## config.mk

```make
export PLATFORM = sky130hd
export DESIGN_NAME = receber_cedulas
export DESIGN_NICKNAME = d
export VERILOG_FILES = /design/src/rtl/receber_cedulas.sv
export SDC_FILE = /design/constraint.sdc
export NUM_CORES = 1
export LEC_CHECK = 0
export CAP_MARGIN = 20
export CORE_MARGIN = 2
export CORE_UTILIZATION = 53
export DETAILED_ROUTE_END_ITERATION = 7
export GPL_TIMING_DRIVEN = 0
export PLACE_DENSITY = 0.79
export SETUP_SLACK_MARGIN = 0.2
export SLEW_MARGIN = 20
export SYNTH_ARGS = -nofsm -noshare
export SYNTH_HDL_FRONTEND = slang
export SYNTH_SLANG_ARGS = --single-unit
```

## constraint.sdc

```tcl
create_clock -name clk -period 3.5 [get_ports clk]
set_clock_uncertainty 0.15 [all_clocks]
set_input_delay 0.7 -clock clk [delete_from_list [all_inputs] [get_ports clk]]
set_output_delay 0.7 -clock clk [all_outputs]
set_load 0.01 [all_outputs]
```

## src/rtl/receber_cedulas.sv

```systemverilog
// Banknote intake: edge-detects note, purchase and cancel requests, keeps the credit
// and shows each outcome on a timed indication output.
module receber_cedulas #(
    parameter int CRED_W      = 6,
    parameter int MAX_CREDITO = 50,
    parameter int VAL_A       = 2,
    parameter int VAL_B       = 5,
    parameter int VAL_C       = 10,
    parameter int LED_CICLOS  = 4
) (
    input  logic              clk,
    input  logic              rst,
    input  logic              nota_a,
    input  logic              nota_b,
    input  logic              nota_c,
    input  logic              consumir,
    input  logic              cancelar,
    input  logic [CRED_W-1:0] preco,
    output logic [CRED_W-1:0] credito,
    output logic              led_aceita,
    output logic              led_rejeita,
    output logic              devolver_dinheiro,
    output logic              ocupado
);

    localparam int CNT_W = (LED_CICLOS > 1) ? $clog2(LED_CICLOS) : 1;
    localparam logic [CNT_W-1:0]  CNT_LOAD = CNT_W'(LED_CICLOS - 1);
    localparam logic [CRED_W:0]   MAX_C    = (CRED_W+1)'(MAX_CREDITO);
    localparam logic [CRED_W:0]   V_A      = (CRED_W+1)'(VAL_A);
    localparam logic [CRED_W:0]   V_B      = (CRED_W+1)'(VAL_B);
    localparam logic [CRED_W:0]   V_C      = (CRED_W+1)'(VAL_C);

    // IDLE evaluates edges; ACEITA / REJEITA / DEVOLVE hold their output for LED_CICLOS cycles.
    typedef enum logic [1:0] {
        IDLE    = 2'd0,
        ACEITA  = 2'd1,
        REJEITA = 2'd2,
        DEVOLVE = 2'd3
    } state_t;

    state_t           state;
    logic [CNT_W-1:0] cnt;

    logic prev_a, prev_b, prev_c, prev_cons, prev_canc;
    logic edge_a, edge_b, edge_c, edge_cons, edge_canc;
    logic [2:0]        notas;
    logic              nota_unica;
    logic              nota_multi;
    logic [CRED_W:0]   valor;
    logic [CRED_W:0]   soma;

    assign edge_a    = nota_a   & ~prev_a;
    assign edge_b    = nota_b   & ~prev_b;
    assign edge_c    = nota_c   & ~prev_c;
    assign edge_cons = consumir & ~prev_cons;
    assign edge_canc = cancelar & ~prev_canc;
    assign notas     = {edge_a, edge_b, edge_c};

    always_comb begin
        valor      = '0;
        nota_unica = 1'b0;
        nota_multi = 1'b0;
        case (notas)
            3'b000: ;
            3'b100: begin valor = V_A; nota_unica = 1'b1; end
            3'b010: begin valor = V_B; nota_unica = 1'b1; end
            3'b001: begin valor = V_C; nota_unica = 1'b1; end
            default: nota_multi = 1'b1;
        endcase
    end

    assign soma = {1'b0, credito} + valor;

    always_ff @(posedge clk or posedge rst) begin
        if (rst) begin
            state             <= IDLE;
            cnt               <= '0;
            credito           <= '0;
            led_aceita        <= 1'b0;
            led_rejeita       <= 1'b0;
            devolver_dinheiro <= 1'b0;
            ocupado           <= 1'b0;
            prev_a            <= 1'b1;
            prev_b            <= 1'b1;
            prev_c            <= 1'b1;
            prev_cons         <= 1'b1;
            prev_canc         <= 1'b1;
        end else begin
            prev_a    <= nota_a;
            prev_b    <= nota_b;
            prev_c    <= nota_c;
            prev_cons <= consumir;
            prev_canc <= cancelar;

            case (state)
                IDLE: begin
                    // A cancel edge claims the cycle even when there is nothing to refund.
                    if (edge_canc) begin
                        if (credito != '0) begin
                            credito           <= '0;
                            state             <= DEVOLVE;
                            devolver_dinheiro <= 1'b1;
                            ocupado           <= 1'b1;
                            cnt               <= CNT_LOAD;
                        end
                    end else if (edge_cons) begin
                        if (credito >= preco) begin
                            credito <= credito - preco;
                        end else begin
                            state       <= REJEITA;
                            led_rejeita <= 1'b1;
                            ocupado     <= 1'b1;
                            cnt         <= CNT_LOAD;
                        end
                    end else if (nota_unica && (soma <= MAX_C)) begin
                        credito    <= soma[CRED_W-1:0];
                        state      <= ACEITA;
                        led_aceita <= 1'b1;
                        ocupado    <= 1'b1;
                        cnt        <= CNT_LOAD;
                    end else if (nota_unica || nota_multi) begin
                        state       <= REJEITA;
                        led_rejeita <= 1'b1;
                        ocupado     <= 1'b1;
                        cnt         <= CNT_LOAD;
                    end
                end
                default: begin
                    if (cnt == '0) begin
                        state             <= IDLE;
                        led_aceita        <= 1'b0;
                        led_rejeita       <= 1'b0;
                        devolver_dinheiro <= 1'b0;
                        ocupado           <= 1'b0;
                    end else begin
                        cnt <= cnt - 1'b1;
                    end
                end
            endcase
        end
    end

endmodule

```

==> results.sh, run 1 <==
export IMPL_status="completed"
export IMPL_worstHoldStart="nota_a"
export IMPL_vdd_drop_max_v=0.000490
export IMPL_grt_usage_pct=26.5
export IMPL_clk_pin_slew_ns=0.12
export IMPL_dr_pass1_iters=4
export IMPL_critPathMaxFanout=4
export IMPL_rsz0062_at_grt="yes"
export IMPL_place_area_mm2=0.00171
export IMPL_rr_endpoint="credito[5]"
export IMPL_busiest_layer="met2"
export IMPL_worstSetupEndpointType="register"
export IMPL_syn_area_mm2=0.00144
export IMPL_grt_pass1_vias=1414
export IMPL_p_sw_share_pct=43.3
export IMPL_via_per_inst=6.04
export IMPL_top_register="credito"
export IMPL_numCtsBuffers=3
export IMPL_seq_power_share_pct=28.5
export IMPL_synth_edf_count=0
export IMPL_yosysMostFrequentCell="inv_1"
export IMPL_tns_ns=0
export IMPL_syn_inst=156
export IMPL_drt_wl_total_um=3910
export IMPL_first_iter_violations=45
export IMPL_synth_cell_type_count=50
export IMPL_relSlewSlack_pct=50.5
export IMPL_grt_pass1_wl_um=6580
export IMPL_cts_sinks=19
export IMPL_postRouteAntennaNets=0
export IMPL_timing_hold_ws_ns=0.307
export IMPL_reg_top3="credito (6), cnt (2), state (2)"
export IMPL_use_met1_pct=33.2
export IMPL_synth_compound_area_share_pct=25.2
export IMPL_dieArea_mm2=0.00315
export IMPL_diodes=0
export IMPL_dieHeight_um=56.1
export IMPL_drive_gt1_share_pct=24.9
export IMPL_synth_top_area_share_pct=24.3
export IMPL_synth_top_family_by_area="compound AO/OA/AOI/OAI gates"
export IMPL_fmax_mhz=301
export IMPL_synth_xor_area_share_pct=4.26
export IMPL_clockPowerShare_pct=9.4
export IMPL_cp_arrival_ns=3.39
export IMPL_ys_flop_type="dfrtp_1"
export IMPL_synthTopCellsByCount="inv_1 (15), dfrtp_1 (14), nand2_1 (13), nor2_1 (13), ha_1 (11)"
export IMPL_cts_root_buf="clkbuf_4"
export IMPL_overflow=0
export IMPL_slew_violations=0
export IMPL_largest_register_ffs=6
export IMPL_cp_startpoint="prev_a"
export IMPL_drc=0
export IMPL_yosys_warnings=0
export IMPL_avgSynthCellArea_um2=9.22
export IMPL_core_area_mm2=0.00252
export IMPL_grt_max_degree=20
export IMPL_crit_required_ns=3.57
export IMPL_clockBufferDepth=2
export IMPL_postLayoutCellArea_mm2=0.00196
export IMPL_dp_cells=208
export IMPL_synth_area_mux_share_pct=2.09
export IMPL_tritoncts="done"
export IMPL_p_leak_uw=0.000888
export IMPL_finalHoldViolCount=0
export IMPL_layout_cells_non_filler=227
export IMPL_hp_class="input port to register"
export IMPL_synthSimpleGateAreaFrac_pct=18.2
export IMPL_gr_usage_met3_pct=2.56
export IMPL_syn_nets=182
export IMPL_area_delta_synth_final_pct=36.0
export IMPL_numPortBuffers=22
export IMPL_io_pins=23
export IMPL_powerDensity_mw_per_mm2=669
export IMPL_place_gp_congestion=0.891
export IMPL_hold_depth=1
export IMPL_setup_viol=0
export IMPL_met2_usage_pct=44.5
export IMPL_synth_area_top_cells="dfrtp_1 (24%), ha_1 (9.6%), dfstp_2 (9.1%)"
export IMPL_critPathKind="register to register"
export IMPL_synthAdderAreaFrac_pct=12.3
export IMPL_period_needed_ns=3.32
export IMPL_rows=18
export IMPL_cell_internal_pwr_uw=742
export IMPL_nNetsFinal=224
export IMPL_synth_seq_area_share_pct=33.5
export IMPL_synth_seq_cells=19
export IMPL_r2r_slack_ns=0.18
export IMPL_vias=1370
export IMPL_cp_start_kind="register"
export IMPL_start_util_pct=57.0
export IMPL_net_switching_power_uw=566
export IMPL_r2r_cells=11
export IMPL_hold_end="prev_a"
export IMPL_combPwrFrac_pct=62.1
export IMPL_cts_htree_levels=1
export IMPL_insertion_delay_ns=0.32
export IMPL_drt_wirelength_per_cell_um=17.2
export IMPL_max_cap_viol_count=0
export IMPL_synth_async_sr_flop_share_pct=100
export IMPL_r2r_start="prev_a"
export IMPL_finalCritPeriodShare_pct=94.8
export IMPL_grt_antenna_before_repair=0
export IMPL_tightest_slew_ns=0.742
export IMPL_die_w_um=56.1
export IMPL_dpl_hpwl_um=2580
export IMPL_yosysTopAreaCell="dfrtp_1"
## stage by stage
stage | total power, µW | worst slack [ns] | util, %
detailed placement | 1030 | -0.607 | 67.9
floorplan | 811 | 0.202 | -
global route | 1400 | 0.0818 | 77.6
finish | 1310 | 0.183 | 77.6
global placement | 1000 | -0.520 | 67.9
CTS | 1250 | 0.203 | 76.1
## layout by cell type (no fill, tap or decap), types with 3 or more instances in the layout
master,count
clkdlybuf4s50_1,19
inv_1,15
dfrtp_1,14
buf_4,14
nand2_1,13
nor2_1,11
a21oi_1,9
ha_1,8
o2bb2ai_1,5
dfstp_2,5
nand2b_1,4
nand3_1,4
a21o_1,3
xor2_1,3
a211oi_4,3
o21ai_0,3
xnor2_1,3
ha_2,3
clkbuf_4,3
## repair_timing
item / CTS / global route
gates resized for setup: 17 / 10
setup buffers: 13 / 2
hold buffers: 0 / 0
setup endpoints to repair: 10 / 10
pin swaps: 10 / 9
## worst max-delay path by stage
| stage | end | slack (ns) | cells after the start |
|---|---|---|---|
| global route | credito[5] | 0.08 | 11 |
| detailed placement | credito[5] | -0.61 | 11 |
| CTS | credito[5] | 0.20 | 12 |
| floorplan | credito[3] | 0.20 | 10 |
| global placement | credito[5] | -0.52 | 11 |
| finish | credito[5] | 0.18 | 11 |
## final cells by class
class	count	area [µm²]
fillers	156	566
plain buffers	2	7.51
flip-flops and latches	19	482
clock inverters	1	5.00
repair buffers	37	329
clock buffers	3	22.5
well taps	30	37.5
multi-input cells	120	1020
inverters	15	56.3
## power by group through the flow
stage               clock [µW]  combinational (µW)  sequential (µW)
finish                     123                 812              374
global route               131                 881              385
CTS                        125                 756              371
detailed placement           0                 655              376
global placement             0                 630              369
floorplan                    0                 434              377
## worst max-delay path: stages (launching register included)
cell       delay [ns]
dfstp_2          0.53
and2b_2          0.25
nor3b_4          0.23
ha_2             0.23
fa_2             0.46
buf_6            0.14
a211oi_4         0.28
a2111oi_4        0.12
a221oi_2         0.26
buf_4            0.18
o21ai_4          0.08
mux2_4           0.31
## cells by family after synthesis
| kind of cell | after synthesis |
|---|---|
| xor gates and xnor gates | 7 |
| and+or+nand+nor | 52 |
| muxes | 2 |
| buffers and inverters | 17 |
| DFF | 19 |
| AOI/OAI and AO/OA | 46 |
| adders and majority gates | 13 |
## metal layers
metal,up-vias,wire [µm]
met5,-,0
met4,0,148
met3,17,157
met2,45,1940
met1,656,1670
li1,652,-
Power figures use the tool's default switching activity.
==> run 2, diff against run 1 <==
--- a/config.mk
+++ b/config.mk
@@ -7,10 +7,9 @@
 export LEC_CHECK = 0
 export CAP_MARGIN = 20
 export CORE_MARGIN = 2
-export CORE_UTILIZATION = 53
+export CORE_UTILIZATION = 35
 export DETAILED_ROUTE_END_ITERATION = 7
-export GPL_TIMING_DRIVEN = 0
-export PLACE_DENSITY = 0.79
+export PLACE_DENSITY = 0.56
 export SETUP_SLACK_MARGIN = 0.2
 export SLEW_MARGIN = 20
 export SYNTH_ARGS = -nofsm -noshare
==> run 2 against run 1 <==
  * Register-to-register slack improved by 0.07 ns
  * Critical path depth increased by 1
  * Worst setup slack improved by 0.068 ns
  * Non-clock buffer count increased by 2
  * Largest power group unchanged
  * Flip-flop and latch count unchanged
  * Global-route usage decreased by 8.7 points
  * Clock power increased by 31%
  * Critical endpoint is now credito[3]
  * Sequential power increased by 1%
  * Sequential share of layout area decreased by 0.19 points
  * Via count decreased by 2.0%
==> results.sh, run 2 (synthesis gave the netlist of run 1 again) <==
export IMPL_timing_hold_ws_ns=0.328
export IMPL_grt_antenna_before_repair=0
export IMPL_place_gp_congestion=0.883
export IMPL_overflow=0
export IMPL_first_iter_violations=55
export IMPL_dieHeight_um=68.1
export IMPL_start_util_pct=36.2
export IMPL_via_per_inst=5.39
export IMPL_setup_viol=0
export IMPL_core_area_mm2=0.00397
export IMPL_largest_register_ffs=6
export IMPL_gr_usage_met3_pct=4.93
export IMPL_grt_max_degree=20
export IMPL_fmax_mhz=308
export IMPL_p_leak_uw=0.000896
export IMPL_rsz0062_at_grt="yes"
export IMPL_crit_required_ns=3.50
export IMPL_clk_pin_slew_ns=0.07
export IMPL_hold_buffers=0
export IMPL_grt_pass1_vias=1304
export IMPL_numPortBuffers=22
export IMPL_critPathMaxFanout=4
export IMPL_cp_arrival_ns=3.25
export IMPL_seqCellArea_um2=482
export IMPL_hp_class="register to register"
export IMPL_postRouteAntennaNets=0
export IMPL_fillers=373
export IMPL_multi_input_area_um2=973
export IMPL_drt_wl_total_um=3700
export IMPL_drt_wirelength_per_cell_um=14.8
export IMPL_dieArea_mm2=0.00464
export IMPL_rows=23
export IMPL_drc=0
export IMPL_layout_commonest_cell="clkdlybuf4s50_1"
export IMPL_cp_start_kind="input port"
export IMPL_drive_gt1_share_pct=27.1
export IMPL_finalHoldViolCount=0
export IMPL_tightest_slew_ns=0.789
export IMPL_vdd_drop_max_v=0.000246
export IMPL_cts_htree_levels=1
export IMPL_reg_top3="credito (6), cnt (2), state (2)"
export IMPL_finalCritPeriodShare_pct=92.8
export IMPL_clockBufferDepth=2
export IMPL_r2r_cells=11
export IMPL_period_needed_ns=3.25
export IMPL_grt_usage_pct=17.8
export IMPL_diodes=0
export IMPL_cts_root_buf="clkbuf_8"
export IMPL_tns_ns=0
export IMPL_setup_slack_ns=0.250
export IMPL_hold_depth=2
export IMPL_nNetsFinal=226
export IMPL_status="completed"
export IMPL_vias=1342
export IMPL_relSlewSlack_pct=47.4
export IMPL_powerDensity_mw_per_mm2=650
export IMPL_insertion_delay_ns=0.26
export IMPL_dpl_hpwl_um=2870
export IMPL_worstSetupEndpointType="register"
export IMPL_place_ws_ns=-0.399
export IMPL_critPathKind="input port to register"
export IMPL_cts_sinks=19
export IMPL_dr_pass1_iters=4
export IMPL_busiest_layer="met2"
export IMPL_tritoncts="done"
export IMPL_die_w_um=68.1
export IMPL_slew_violations=0
export IMPL_most_common_layout_cells="clkdlybuf4s50_1 (19), buf_4 (18), inv_1 (15)"
export IMPL_use_met1_pct=23.5
export IMPL_top_register="credito"
export IMPL_area_delta_synth_final_pct=37.0
export IMPL_io_pins=23
export IMPL_met2_usage_pct=29.6
export IMPL_max_cap_viol_count=0
export IMPL_numCtsBuffers=3
export IMPL_grt_pass1_wl_um=6190
-- run 2: power breakdown --
group	total [µW]	switching [µW]	leakage, µW	internal, µW
registers	378	82.4	0.000225	296
clock network	161	81.2	0.0000255	79.4
logic	743	365	0.000645	378
-- run 2: per-layer routing --
metal / share of wire (%) / vias to the layer above / wire length [µm]
li1: - / 660 / -
met1: 44 / 640 / 1640
met2: 49 / 40 / 1830
met3: 5.8 / 2 / 215
met4: 0.38 / 0 / 14
met5: 0 / - / 0
-- run 2: final timing paths --
path	endpoint	slack, ns	start
max reg2reg	credito[3]	0.25	prev_a
max in group asynchronous	led_aceita	1.98	rst
max	credito[3]	0.25	nota_a
min reg2reg	ocupado	0.33	ocupado
min	ocupado	0.33	ocupado
min in group asynchronous	cnt[1]	0.73	rst
-- run 2: per-stage QoR --
step	power [µW]	instances	area (µm²)	util, %
floorplan	811	156	1450	-
global placement	1060	243	1860	46.8
detailed placement	1080	243	1860	46.8
CTS	1270	249	1970	49.5
global route	1390	249	1970	49.7
finish	1280	249	1970	49.7
-- run 2: repair_timing --
| action | in CTS | in global routing |
|---|---|---|
| setup buffers | 2 | 0 |
| resized for setup | 20 | 5 |
| pin swaps | 10 | 5 |
| endpoints found under the setup margin | 10 | 9 |
-- run 2: critical path, stage by stage --
cell       delay [ns]
buf_2            0.10
and2b_2          0.22
nor3b_4          0.20
ha_2             0.22
fa_2             0.47
a21bo_2          0.24
a211oi_2         0.16
a2111oi_2        0.06
a221oi_2         0.30
buf_4            0.17
o21ai_4          0.08
mux2_4           0.31
-- run 2: cell type report --
type                       count  area share, %
clock buffer                   3           2.09
clock inverter                 1          0.254
inverter                      15           2.86
multi-input combinational    120           49.4
sequential                    19           24.4
tap                           50           3.17
timing repair buffer          41           17.8
==> run 3, diff against run 2 <==
--- a/config.mk
+++ b/config.mk
@@ -10,7 +10,7 @@
 export CORE_UTILIZATION = 35
 export DETAILED_ROUTE_END_ITERATION = 7
 export PLACE_DENSITY = 0.56
-export SETUP_SLACK_MARGIN = 0.2
+export SETUP_SLACK_MARGIN = 0.3
 export SLEW_MARGIN = 20
 export SYNTH_ARGS = -nofsm -noshare
 export SYNTH_HDL_FRONTEND = slang
==> run 3 against run 2 <==
  * Clock power shrank 2%
  * Non-clock buffer count rose by 10
  * Count of clock-buffer cells in the layout unchanged
  * Flip-flop and latch count unchanged
  * Hold slack better by 0.0026 ns
  * Routed wire length grew 13%
  * Combinational power grew 11%
  * Critical path type is now register to register
  * Fmax shrank 1.2%
  * Global-route usage increased by 1.5 points
  * Final area is 6.8% higher
  * Final cell count up 4.0%
==> results.sh, run 3 (synthesis gave the netlist of run 1 again) <==
export IMPL_timing_hold_ws_ns=0.331
export IMPL_cp_num_buf_inv=1
export IMPL_p_sw_share_pct=41.5
export IMPL_rows=23
export IMPL_reg_top3="credito (6), cnt (2), state (2)"
export IMPL_first_iter_violations=64
export IMPL_grt_pass1_wl_um=6720
export IMPL_dr_pass1_iters=4
export IMPL_io_pins=23
export IMPL_cp_startpoint="prev_a"
export IMPL_worstSetupEndpointType="register"
export IMPL_clk_pin_slew_ns=0.08
export IMPL_hp_class="register to register"
export IMPL_cp_slowest_cell="dfstp_2"
export IMPL_layout_commonest_cell="buf_4"
export IMPL_hold_buffers=0
export IMPL_finalHoldViolCount=0
export IMPL_cp_start_kind="register"
export IMPL_max_cap_viol_count=0
export IMPL_slew_violations=0
export IMPL_total_power_uw=1360
export IMPL_grt_usage_pct=19.3
export IMPL_path_depth=11
export IMPL_crit_required_ns=3.49
export IMPL_dp_cells=245
export IMPL_seqCellArea_um2=482
export IMPL_combPwrFrac_pct=60.8
export IMPL_cp_top_family="compound AO/OA/AOI/OAI gates"
export IMPL_die_w_um=68.1
export IMPL_crit_end="credito[3]"
export IMPL_critPathKind="register to register"
export IMPL_drt_wirelength_per_cell_um=16.1
export IMPL_slowest_delay_ns=0.52
export IMPL_numPortBuffers=22
export IMPL_place_gp_congestion=0.835
export IMPL_fillers=368
export IMPL_largest_register_ffs=6
export IMPL_path_cells="and2b_2 > nor3b_4 > ha_2 > fa_2 > a21bo_2 > a211oi_4 > a2111oi_4 > a221oi_2 > buf_4 > o21ai_4 > mux2_4"
export IMPL_numCtsBuffers=3
export IMPL_critPathMaxFanout=4
export IMPL_cp_arrival_ns=3.28
export IMPL_drive_gt1_share_pct=33.5
export IMPL_net_switching_power_uw=566
export IMPL_fmax_mhz=304
export IMPL_r2r_cells=11
export IMPL_start_util_pct=36.2
export IMPL_dpl_hpwl_um=2990
export IMPL_grt_max_degree=20
export IMPL_status="completed"
export IMPL_grt_antenna_before_repair=0
export IMPL_dieHeight_um=68.1
export IMPL_powerDensity_mw_per_mm2=647
export IMPL_multi_input_area_mm2=0.00103
export IMPL_postRouteAntennaNets=0
export IMPL_period_needed_ns=3.29
export IMPL_core_area_mm2=0.00397
export IMPL_r2r_start="prev_a"
export IMPL_rr_endpoint="credito[3]"
export IMPL_relSlewSlack_pct=48.5
export IMPL_setup_viol=0
export IMPL_drt_wl_total_um=4160
export IMPL_layout_cells_non_filler=259
export IMPL_p_leak_uw=0.000952
export IMPL_diodes=0
export IMPL_cell_internal_pwr_uw=797
export IMPL_vdd_drop_max_v=0.000211
export IMPL_most_common_layout_cells="buf_4 (29), clkdlybuf4s50_1 (19), inv_1 (15)"
export IMPL_clockBufferDepth=2
export IMPL_tritoncts="done"
export IMPL_cts_sinks=19
export IMPL_nNetsFinal=236
export IMPL_cts_htree_levels=1
export IMPL_top_register="credito"
export IMPL_insertion_delay_ns=0.26
export IMPL_overflow=0
export IMPL_rsz0062_at_grt="yes"
export IMPL_finalCritPeriodShare_pct=93.9
export IMPL_tns_ns=0
export IMPL_drc=0
export IMPL_clockPowerShare_pct=11.5
export IMPL_via_per_inst=5.42
export IMPL_dieArea_mm2=0.00464
export IMPL_seq_power_share_pct=27.7
export IMPL_area_delta_synth_final_pct=46.3
export IMPL_post_route_util_pct=53.0
export IMPL_tightest_slew_ns=0.771
export IMPL_vias=1404
export IMPL_r2r_slack_ns=0.21
export IMPL_cts_root_buf="clkbuf_8"
export IMPL_grt_pass1_vias=1440
[run 3: cell count changes in the layout (fill, tap and decap cells not counted), moves of 2 or more]
cell / delta
a211oi_2: -2
nor2_2: +2
a211oi_4: +2
o2bb2ai_1: +2
o2bb2ai_2: -2
buf_4: +11
nor2_1: -2
[run 3: cell type report]
class | instances | share of cell area [%]
inverters | 15 | 2.67
clock buffers | 3 | 1.96
repair buffers | 51 | 20.4
flip-flops and latches | 19 | 22.9
multi-input cells | 120 | 48.9
well taps | 50 | 2.97
clock inverters | 1 | 0.238
[run 3: worst min-delay path by stage]
stage / start / to / slack [ns] / cells past startpoint
final: ocupado / ocupado / 0.33 / 2
after global routing: led_aceita / led_aceita / 0.37 / 2
after CTS: ocupado / ocupado / 0.34 / 2
after detailed placement: ocupado / ocupado / 0.33 / 2
after global placement: ocupado / ocupado / 0.32 / 2
after floorplan: ocupado / ocupado / 0.37 / 2
[run 3: tightest hold or removal path, stage by stage, from the launching register on]
cell and delay, ns:
dfrtp_1 0.35, nand2_1 0.05, nand2_1 0.05
[run 3: routing by layer]
layer / GRT usage [%] / part of all wire (%)
met1: 24.4 / 43
met2: 33.7 / 50
met3: 2.80 / 5.3
met4: 6.00 / 1.9
met5: 0 / 0
[run 3: power by group through the flow]
stage               sequential, µW  combinational (µW)  clock, µW
floorplan                      377                 435          0
global placement               376                 692          0
detailed placement             381                 712          0
CTS                            376                 756        159
global route                   389                 906        173
finish                         377                 828        157
[run 3: per-stage QoR]
step | setup WS (ns) | instance area [µm²]
after floorplan | 0.219 | 1460
after global placement | -0.312 | 1880
after detailed placement | -0.396 | 1880
after CTS | 0.237 | 2010
after global routing | 0.119 | 2110
final | 0.212 | 2110
[run 3: what timing repair did]
item                                    CTS  global route
pin swaps                                10             8
gates resized for setup                  19            16
endpoints found under the setup margin   10            12
cloned                                    0             0
endpoints found under the hold margin     0             0
buffers inserted                          8             2
